===== config.mk =====
export PLATFORM = sky130hd
export DESIGN_NAME = mdio_peripheral
export DESIGN_NICKNAME = d
export VERILOG_FILES = /design/src/rtl/mdio_pkg.sv /design/src/rtl/mdio_edge_det.sv /design/src/rtl/mdio_peripheral.sv
export SDC_FILE = /design/constraint.sdc
export NUM_CORES = 1
export LEC_CHECK = 0
export ABC_AREA = 0
export BUFFER_PORTS_ARGS = -buffer_cell sky130_fd_sc_hd__buf_4
export CAP_MARGIN = 25
export CORE_MARGIN = 1.5
export CORE_UTILIZATION = 42
export CTS_BUF_LIST = sky130_fd_sc_hd__clkbuf_8
export DETAILED_ROUTE_END_ITERATION = 16
export GPL_TIMING_DRIVEN = 0
export SYNTH_ARGS = -nofsm -noshare
export SYNTH_HDL_FRONTEND = slang
export SYNTH_SLANG_ARGS = --single-unit

===== constraint.sdc =====
create_clock -name clk -period 3.11 [get_ports clk]
set_input_delay 0.1555 -clock clk [delete_from_list [all_inputs] [get_ports clk]]
set_output_delay 0.1555 -clock clk [all_outputs]
set_load 0.02 [all_outputs]

===== src/rtl/mdio_pkg.sv =====
// Clause-22 MDIO frame layout, opcodes and slave FSM encoding shared by the
// management generator and the PHY-side peripheral.
package mdio_pkg;

  localparam int FRAME_BITS = 32;

  // Bit positions within the 32-bit frame, MSB transmitted first
  localparam int ST_HI    = 31;
  localparam int ST_LO    = 30;
  localparam int OP_HI    = 29;
  localparam int OP_LO    = 28;
  localparam int PHYAD_HI = 27;
  localparam int PHYAD_LO = 23;
  localparam int REGAD_HI = 22;
  localparam int REGAD_LO = 18;
  localparam int TA_HI    = 17;
  localparam int TA_LO    = 16;
  localparam int DATA_HI  = 15;
  localparam int DATA_LO  = 0;

  localparam logic [1:0] OP_WRITE = 2'b01;
  localparam logic [1:0] OP_READ  = 2'b10;
  localparam logic [1:0] ST_CODE  = 2'b01;
  localparam logic [1:0] TA_WR    = 2'b10;

  localparam logic [4:0] HDR_LAST  = 5'(OP_HI - REGAD_LO);
  localparam logic [4:0] DATA_LAST = 5'(DATA_HI - DATA_LO);
  localparam logic [4:0] CNT_SAT   = 5'd16;

  typedef struct packed {
    logic [1:0] op;
    logic [4:0] phyad;
    logic [4:0] regad;
  } hdr_t;

  typedef enum logic [6:0] {
    S_IDLE    = 7'b0000001,
    S_HEADER  = 7'b0000010,
    S_TA_WR   = 7'b0000100,
    S_WR_DATA = 7'b0001000,
    S_TA_RD   = 7'b0010000,
    S_RD_DATA = 7'b0100000,
    S_IGNORE  = 7'b1000000
  } state_t;

  function automatic logic [4:0] cnt_inc(input logic [4:0] c);
    return (c >= CNT_SAT) ? CNT_SAT : c + 5'd1;
  endfunction

  function automatic logic op_ok(input logic [1:0] op);
    return (op == OP_WRITE) || (op == OP_READ);
  endfunction

endpackage


===== src/rtl/mdio_edge_det.sv =====
// MDC edge detector: one-clk rise/fall pulses, combinational off a single mdc_q flop.
// Latency: pulse lasts the clk cycle in which mdc differs from mdc_q; no backpressure.
module mdio_edge_det (
  input  logic clk,
  input  logic reset,
  input  logic mdc,
  output logic rise,
  output logic fall
);

  logic mdc_q;

  always_ff @(posedge clk) begin
    if (reset) mdc_q <= 1'b0;
    else       mdc_q <= mdc;
  end

  assign rise = mdc & ~mdc_q;
  assign fall = ~mdc & mdc_q;

endmodule


===== src/rtl/mdio_peripheral.sv =====
// PHY-side clause-22 MDIO slave: frames in, one-clk wr/rd strobes to a register file, read data out.
// Latency: strobes 1 clk after the deciding MDC rise; no backpressure, the MDC master paces everything.
module mdio_peripheral
  import mdio_pkg::*;
#(
  parameter logic [4:0] PHY_ADDR = 5'd1
) (
  input  logic        clk,
  input  logic        reset,
  input  logic        mdc,
  input  logic        mdio_out,
  input  logic        mdio_oe,
  output logic        mdio_in,
  output logic        mdio_in_oe,
  output logic [4:0]  addr,
  output logic [15:0] wr_data,
  output logic        wr_stb,
  output logic        rd_stb,
  input  logic [15:0] rd_data,
  output logic        frame_err
);

  logic        rise;
  logic        fall;
  state_t      state;
  logic [4:0]  bit_cnt;
  logic [1:0]  hist;
  logic        hist_vld;
  hdr_t        hdr_sh;
  hdr_t        hdr_nxt;
  logic [15:0] rx_sh;
  logic [15:0] tx_sh;
  logic        wr_pend;
  logic        rd_pend;
  logic        tx_ld;
  logic        ign_ph;
  logic        ta_exp;

  mdio_edge_det u_edge (
    .clk   (clk),
    .reset (reset),
    .mdc   (mdc),
    .rise  (rise),
    .fall  (fall)
  );

  assign hdr_nxt = {hdr_sh[10:0], mdio_out};
  assign ta_exp  = bit_cnt[0] ? TA_WR[0] : TA_WR[1];

  always_ff @(posedge clk) begin
    if (reset) begin
      state      <= S_IDLE;
      bit_cnt    <= '0;
      hist       <= '0;
      hist_vld   <= 1'b0;
      hdr_sh     <= '0;
      rx_sh      <= '0;
      tx_sh      <= '0;
      wr_pend    <= 1'b0;
      rd_pend    <= 1'b0;
      tx_ld      <= 1'b0;
      ign_ph     <= 1'b0;
      mdio_in    <= 1'b0;
      mdio_in_oe <= 1'b0;
      addr       <= '0;
      wr_data    <= '0;
      wr_stb     <= 1'b0;
      rd_stb     <= 1'b0;
      frame_err  <= 1'b0;
    end else begin
      wr_stb    <= 1'b0;
      rd_stb    <= 1'b0;
      frame_err <= 1'b0;

      // Register file answers one clk after rd_stb; capture it the clk after that.
      tx_ld <= rd_stb;
      if (tx_ld) tx_sh <= rd_data;

      if (wr_pend) begin
        wr_pend <= 1'b0;
        wr_stb  <= 1'b1;
        wr_data <= rx_sh;
        addr    <= hdr_sh.regad;
      end
      if (rd_pend) begin
        rd_pend <= 1'b0;
        rd_stb  <= 1'b1;
        addr    <= hdr_sh.regad;
      end

      // ST history only counts samples taken while sitting in IDLE
      if (state != S_IDLE) hist_vld <= 1'b0;

      case (state)
        S_IDLE: begin
          if (rise) begin
            if (mdio_oe) begin
              hist     <= {hist[0], mdio_out};
              hist_vld <= 1'b1;
              if (hist_vld && ({hist[0], mdio_out} == ST_CODE)) begin
                state    <= S_HEADER;
                bit_cnt  <= '0;
                hist_vld <= 1'b0;
              end
            end else begin
              hist_vld <= 1'b0;
            end
          end
        end

        S_HEADER: begin
          if (rise) begin
            if (!mdio_oe) begin
              frame_err <= 1'b1;
              state     <= S_IDLE;
              bit_cnt   <= '0;
            end else begin
              hdr_sh  <= hdr_nxt;
              bit_cnt <= cnt_inc(bit_cnt);
              if (bit_cnt == HDR_LAST) begin
                bit_cnt <= '0;
                if ((hdr_nxt.phyad != PHY_ADDR) || !op_ok(hdr_nxt.op)) begin
                  state  <= S_IGNORE;
                  ign_ph <= 1'b0;
                end else if (hdr_nxt.op == OP_WRITE) begin
                  state <= S_TA_WR;
                end else begin
                  state   <= S_TA_RD;
                  rd_pend <= 1'b1;
                end
              end
            end
          end
        end

        S_TA_WR: begin
          if (rise) begin
            if (!mdio_oe || (mdio_out != ta_exp)) begin
              frame_err <= 1'b1;
              state     <= S_IDLE;
              bit_cnt   <= '0;
            end else if (bit_cnt == 5'd1) begin
              state   <= S_WR_DATA;
              bit_cnt <= '0;
            end else begin
              bit_cnt <= cnt_inc(bit_cnt);
            end
          end
        end

        S_WR_DATA: begin
          if (rise) begin
            if (!mdio_oe) begin
              frame_err <= 1'b1;
              state     <= S_IDLE;
              bit_cnt   <= '0;
            end else begin
              rx_sh <= {rx_sh[14:0], mdio_out};
              if (bit_cnt == DATA_LAST) begin
                wr_pend <= 1'b1;
                state   <= S_IDLE;
                bit_cnt <= '0;
              end else begin
                bit_cnt <= cnt_inc(bit_cnt);
              end
            end
          end
        end

        S_TA_RD: begin
          // Float during the first TA bit, drive the 0 of the second from the fall after it
          if (rise) begin
            bit_cnt <= cnt_inc(bit_cnt);
          end else if (fall && (bit_cnt == 5'd1)) begin
            mdio_in_oe <= 1'b1;
            mdio_in    <= 1'b0;
            state      <= S_RD_DATA;
            bit_cnt    <= '0;
          end
        end

        S_RD_DATA: begin
          if (fall) begin
            if (bit_cnt == CNT_SAT) begin
              mdio_in_oe <= 1'b0;
              mdio_in    <= 1'b0;
              state      <= S_IDLE;
              bit_cnt    <= '0;
            end else begin
              mdio_in <= tx_sh[15];
              tx_sh   <= {tx_sh[14:0], 1'b0};
              bit_cnt <= cnt_inc(bit_cnt);
            end
          end
        end

        S_IGNORE: begin
          // Two TA bits, then 16 data bits; the counter saturates at 16 so phase is split
          if (rise) begin
            if (!ign_ph && (bit_cnt == 5'd1)) begin
              ign_ph  <= 1'b1;
              bit_cnt <= '0;
            end else if (ign_ph && (bit_cnt == DATA_LAST)) begin
              state   <= S_IDLE;
              bit_cnt <= '0;
            end else begin
              bit_cnt <= cnt_inc(bit_cnt);
            end
          end
        end

        default: begin
          state   <= S_IDLE;
          bit_cnt <= '0;
        end
      endcase
    end
  end

endmodule

Word level (Yosys, flattened, before mapping). Cells that the tools add are included.

$add $sub $neg: 1. Multipliers: 0. Div/mod/pow operators: 0. Order comparisons: 1. Eq/ne operators: 38. Shift operators: 0. Muxes and demuxes: 81. Bitwise logic cells: 9. Reductions and logical operators: 24.

Operators by type and width (number): two-way mux 7 bit (20); two-way mux 5 bit (23); two-way mux 16 bit (4); case mux 7 bit (7 select lines) (1); case mux 5 bit (7 select lines) (1); != test 2 bit, second input constant (17); two-way mux 1 bit (28); AND reduction 16 bit (1); != test 3 bit, second input constant (4); == test 5 x 4 -> 1 bit, second input constant (2); AND reduction 3 bit (3); AND reduction 9 bit (1); case mux 1 bit (2 select lines) (4); == test 7 x 1 -> 1 bit, second input constant (1); == test 7 x 2 -> 1 bit, second input constant (1); == test 7 x 3 -> 1 bit, second input constant (1); == test 7 x 4 -> 1 bit, second input constant (1); == test 7 x 5 -> 1 bit, second input constant (1); == test 7 x 6 -> 1 bit, second input constant (1); == test 7 bit, second input constant (1); != test 7 x 1 -> 1 bit, second input constant (1); inverter 1 bit (7); AND reduction 7 bit (1); nonzero test 2 bit (3); 17 further kinds (26).

Flip-flop bits (word level): 88. Latch bits: 0. Bits in writable memories: 0. Bits in read-only memories: 0. Input bits: 21. Output and inout bits: 26. Logic and storage cells: 175. Memories: 0.

Depth between registers and ports, before layout.
Word-level depth: 9. Depth in mapped cells: 10. Depth with buffers taken out: 9.

By module. Synthesis repeated with hierarchy kept, for this count alone.

Cells, all modules: 457. Area, all modules: 3923.8 µm².

By module, submodules not included: mdio_peripheral (times used 1, cells each 453, area each 3885.0 µm², sequential area each 1741.7 µm²); mdio_edge_det (times used 1, cells each 4, area each 38.8 µm², sequential area each 20.0 µm²).

Worst setup path before layout. No wires, ideal clock.

Path type: register to register. Start point: register bit_cnt[0]. End point: register state[2]. Library setup time: 0.128 ns. Arrival time: 2.108 ns. Required time: 2.982 ns. Slack: 0.874 ns. Stages on the path, launching flop included: 8. Buffers on the path: 1. Clock period less this slack: 2.236 ns. Path through: dfxtp_1 -> ha_1 -> or4b_1 -> buf_2 -> a32o_1 -> nor4_4 -> mux2i_1 -> nor2_1.

Word-level cells in the longest chain between the ends: 6. Elaborated cells between the ends (all ways): 21. Classes of those cells: eq/ne: 12; mux: 4; reduce/logical: 5.

RTL lines: start, declared (RTL line mdio_peripheral.sv:26) `logic [4:0] bit_cnt;`; start signal, assigned (RTL line mdio_peripheral.sv:119) `bit_cnt <= cnt_inc(bit_cnt);`; start signal, assigned (RTL line mdio_peripheral.sv:146) `bit_cnt <= cnt_inc(bit_cnt);`; start signal, assigned (RTL line mdio_peripheral.sv:164) `bit_cnt <= cnt_inc(bit_cnt);`; two-way mux 1 bit (RTL line mdio_peripheral.sv:48) `assign ta_exp = bit_cnt[0] ? TA_WR[0] : TA_WR[1];`; != test 1 bit (RTL line mdio_peripheral.sv:138) `if (!mdio_oe || (mdio_out != ta_exp)) begin`; logical OR 1 bit (RTL line mdio_peripheral.sv:138); two-way mux 7 bit (RTL line mdio_peripheral.sv:138); two-way mux 7 bit (RTL line mdio_peripheral.sv:137) `if (rise) begin`; case mux 7 bit (7 select lines) (RTL line mdio_peripheral.sv:94) `case (state)`; end signal, assigned (RTL line mdio_peripheral.sv:101) `state <= S_HEADER;`; end signal, assigned (RTL line mdio_peripheral.sv:140) `state <= S_IDLE;`; end signal, assigned (RTL line mdio_peripheral.sv:143) `state <= S_WR_DATA;`; end, declared (RTL line mdio_peripheral.sv:25) `state_t state;`.

Parallel ways exist; a longest one is shown, timed or not. The select of a mux whose other input is x is not followed. A chain may end at the register's enable or synchronous reset.

Worst setup path after layout.
Start point: register bit_cnt[0]. End point: register state[1].

The elaborated chain is that of the path after synthesis.

==> run summary <==
TIMING
------------------------------------------------------------------------------------------
Part of the cycle the worst path needs                                               85.2%
Normalized max-slew margin                                                           53.4%
Slew Viols, Final                                                                        0
RSZ-0062 raised after global routing                                                    no
Number of hold-slack violations in the final timing report                               0
Worst-case clock skew                                                              11.3 ps
Worst slack on hold paths                                                          33.6 ps
Peak Freq                                                                        0.377 GHz
Worst-margin pin slew                                                               699 ps
Number of failing setup endpoints in the final timing report                             0
Setup TNS                                                                             0 ps
Final worst path period need                                                       2650 ps

CTS
------------------------------------------------------------------------------------------
Buffer levels on the longest clock path                                                  2
Setup fix buffers added after clock tree synthesis                                       0
Master cell of the clock root buffer                                              clkbuf_8
Clock edge transition at the registers on the reported setup and hold paths          90 ps
Number of resized instances in the post-cts repair step                                  0
Clock buffer count from CTS                                                              9
CTS Hold Bufs                                                                            0
CTS tree                                                                             built
Clock latency at the later pin of the worst-skew pair                               360 ps
H-Tree Level Count                                                                       3
Clock sink count                                                                        88

SYNTHESIS
------------------------------------------------------------------------------------------
Share of the synthesized netlist area taken by xor and xnor gates                   0.918%
Avg Inst Size Synth                                                             8.52 sq um
Portion of netlist area occupied by mux cells                                        9.45%
Primary FF master, synth                                                           dfxtp_1
Number of cells produced by synthesis                                                  448
Syn_nets                                                                               473
Post-synthesis adder-cell area fraction                                              1.31%
Seq cells post-synth                                                                    88
Share of synthesized area occupied by flip-flops and latches                         46.2%
Post-synth ARST share                                                                   0%
Largest family of logic cells by synthesized area                             simple AND/OR/NAND/NOR gates
Distinct cells, synth                                                                   48
Post-synthesis compound-gate area fraction                                           14.5%
EDFF count, synth                                                                        0
Simple-Gate Fraction of Synth Area                                                   23.6%
Post-synthesis cell area                                                        3810 sq um
Total of warnings raised by yosys                                                        0

FLOORPLANNING
------------------------------------------------------------------------------------------
Starting Density                                                                     43.5%
Row Count                                                                               34
Die Width                                                                     98.3 microns
Area of the core                                                                8760 sq um
Die Outline Area                                                                9660 sq um
Chip Height                                                                   98.3 microns
I/O pin count                                                                           47

WORST SETUP PATH
------------------------------------------------------------------------------------------
Gate family responsible for the most delay along the worst path               simple AND/OR/NAND/NOR gates
Biggest fanout along the worst timing path                                               8
Critical-path cell list                                                       ha_1 > or4b_1 > buf_2 > a22oi_2 > o21ai_0 > nor4_4 > mux2i_1 > nor2_1
Cell at the slowest stage of the critical path                                     dfxtp_1
Critical path buffer and inverter count                                                  1
CP startpoint kind                                                               flip-flop
Worst setup path class                                                        flip-flop to flip-flop
CP Capture Type                                                                  flip-flop
Arrival time of the worst setup path                                               2880 ps
Data required time at the worst endpoint                                           3340 ps
Delay of the slowest cell on the worst path                                         510 ps

STATUS
------------------------------------------------------------------------------------------
Outcome                                                                          completed

DRT
------------------------------------------------------------------------------------------
DR vias                                                                               3327
Routed WL per cell                                                            14.6 microns
Count of antenna-violating nets left after detailed routing                              0
Number of iterations in the first detailed-routing pass                                  4
Initial DRC count                                                                       85
Post-route DRC                                                                           0
Via-per-instance ratio                                                                5.39
Total routed wirelength                                                       9010 microns

CELLS AND AREA
------------------------------------------------------------------------------------------
Layout cells sized above 1                                                           13.8%
Area occupied by multi-input gates                                              1900 sq um
Nets@finish                                                                            530
Final core utilization                                                               51.2%
Area taken by flip-flops and latches                                            1760 sq um
Count of antenna diodes in the layout                                                    0
FILL cells                                                                             861
Area Overhead vs Synth                                                               17.6%

POWER AND IR DROP
------------------------------------------------------------------------------------------
Pwr Density                                                                    469 nW/um^2
Leak pwr                                                                           1.58 nW
Maximum vdd ir drop                                                               0.279 mV
Overall power consumption                                                          2.10 mW

GLOBAL ROUTE
------------------------------------------------------------------------------------------
Number of antenna violations at the first check in global routing                        0
Leftover overflow at the end of global routing                                           0
Most congested layer reported by global routing                                       met2
Routing usage on met3                                                                4.08%
Global-route wire length before repair                                        14900 microns
Met1 Usage GRT                                                                       26.3%
Pin count of the biggest net entering global routing                                    16
Met2 routing resource usage after global routing                                     29.1%
Global router's overall resource usage                                               19.1%
Number of global-route vias before repair                                             3098

PLACE
------------------------------------------------------------------------------------------
Count of input and output buffers                                                       46
Placer congestion estimate                                                           0.875
Final HPWL DP                                                                 6470 microns

HOLD PATH
------------------------------------------------------------------------------------------
Class of the worst hold path                                                  input port to flip-flop

FLOW RUN
------------------------------------------------------------------------------------------
MaxCap Viol Count                                                                        0

-- report_power, final --
part           total, mW  internal [mW]  switching (mW)
registers           1.14           1.13         0.00280
clock network      0.795          0.371           0.424
logic              0.172         0.0653           0.106
total               2.10           1.57           0.533
-- worst reg2reg max path: cells and delay by family (launching register included) --
family / cells / cell delay, ps
adders and majority gates: 1 / 210
DFF: 1 / 510
muxes: 1 / 270
and+or+nand+nor: 3 / 980
buffers and inverters: 1 / 170
AOI/OAI and AO/OA: 2 / 390
-- area by class of cell --
class	count	area share (%)
Buffer	30	2.65
Sequential cell	88	39.3
Inverter	9	0.753
Tap cell	108	3.01
Clock inverter	6	1.53
Multi-Input combinational cell	321	42.3
Timing Repair Buffer	46	7.69
Clock buffer	9	2.76
-- layer usage --
metal	up-vias	part of all wire, %
li1	1674	-
met1	1550	50
met2	85	44
met3	18	4.1
met4	0	1.7
met5	-	0
-- stage by stage --
stage          setup slack [ps]  cells  area, sq um
2_1_floorplan               874    448         3810
3_3_place_gp                492    602         4300
3_5_place_dp                463    602         4300
4_1_cts                     442    617         4490
5_1_grt                     265    617         4490
6_report                    460    617         4490
-- cell families (layout without fill, tap and decap cells) --
logic type,count (synthesis),in the layout
fa+ha+maj,4,4
xor+xnor,4,4
compound gates,90,90
buf+inv,39,100
simple gates,187,187
mux,36,36
flops,88,88
-- synth_stat cells (2+ instances only) --
cell | n | area share, %
dfxtp_1 | 88 | 46
nand2_1 | 69 | 6.8
nor2_1 | 49 | 4.8
a21oi_1 | 43 | 5.6
mux2i_1 | 36 | 9.4
clkbuf_1 | 21 | 2.1
a211oi_1 | 15 | 3.0
nor3_1 | 11 | 1.4
o21ai_0 | 11 | 1.4
nor2b_1 | 10 | 1.6
inv_1 | 9 | 0.89
nand2b_1 | 9 | 1.5
nand3_1 | 7 | 0.92
or3_1 | 6 | 0.98
buf_1 | 4 | 0.39
buf_2 | 4 | 0.52
ha_1 | 4 | 1.3
xor2_1 | 4 | 0.92
a31oi_1 | 3 | 0.49
and3_1 | 3 | 0.49
nand3b_1 | 3 | 0.59
nor4_1 | 3 | 0.49
nor4b_1 | 3 | 0.69
o211ai_1 | 3 | 0.59
o32ai_1 | 3 | 0.69
a2111oi_0 | 2 | 0.46
a32o_1 | 2 | 0.52
nand4_1 | 2 | 0.33
o21a_1 | 2 | 0.39
-- path summary, 6_finish.rpt --
kind	startpoint	endpoint	slack (ps)	cells past startpoint
worst max-delay path	bit_cnt[0]$_SDFFE_PP0P_	state[1]$_SDFFE_PP0P_	460	8
worst min register to register	hdr_nxt[11]$_SDFFE_PP0P_	hdr_nxt[11]$_SDFFE_PP0P_	460	2
worst min-delay path	mdc	u_edge.mdc_q$_SDFF_PP0_	30	2
worst max register to register	bit_cnt[0]$_SDFFE_PP0P_	state[1]$_SDFFE_PP0P_	460	8
-- sequential cells by signal, summed over array words and instances (netlist names), 5 cells and up --
| register | count |
|---|---|
| rx_sh | 16 |
| tx_sh | 16 |
| wr_data | 16 |
| hdr_nxt | 11 |
| state | 7 |
| addr | 5 |
| bit_cnt | 5 |
-- placed cells by master (no fill, tap or decap), types with 2 or more instances in the layout --
master	n
nor4b_1	3
clkinv_4	2
o211ai_1	3
nor4_1	3
nand4_1	2
a2111oi_0	2
clkbuf_1	21
ha_1	4
nand2b_1	9
buf_2	4
a211oi_1	15
o21a_1	2
a31oi_1	3
buf_1	4
a21oi_1	43
inv_1	9
clkbuf_8	9
a32o_1	2
o21ai_0	11
dfxtp_1	88
nor3_1	11
nand2_1	69
nand3_1	7
nor2b_1	10
nor2_1	49
or3_1	6
nand3b_1	3
and3_1	3
o32ai_1	3
xor2_1	4
buf_4	46
mux2i_1	36
(Power assumes the default switching activity.)
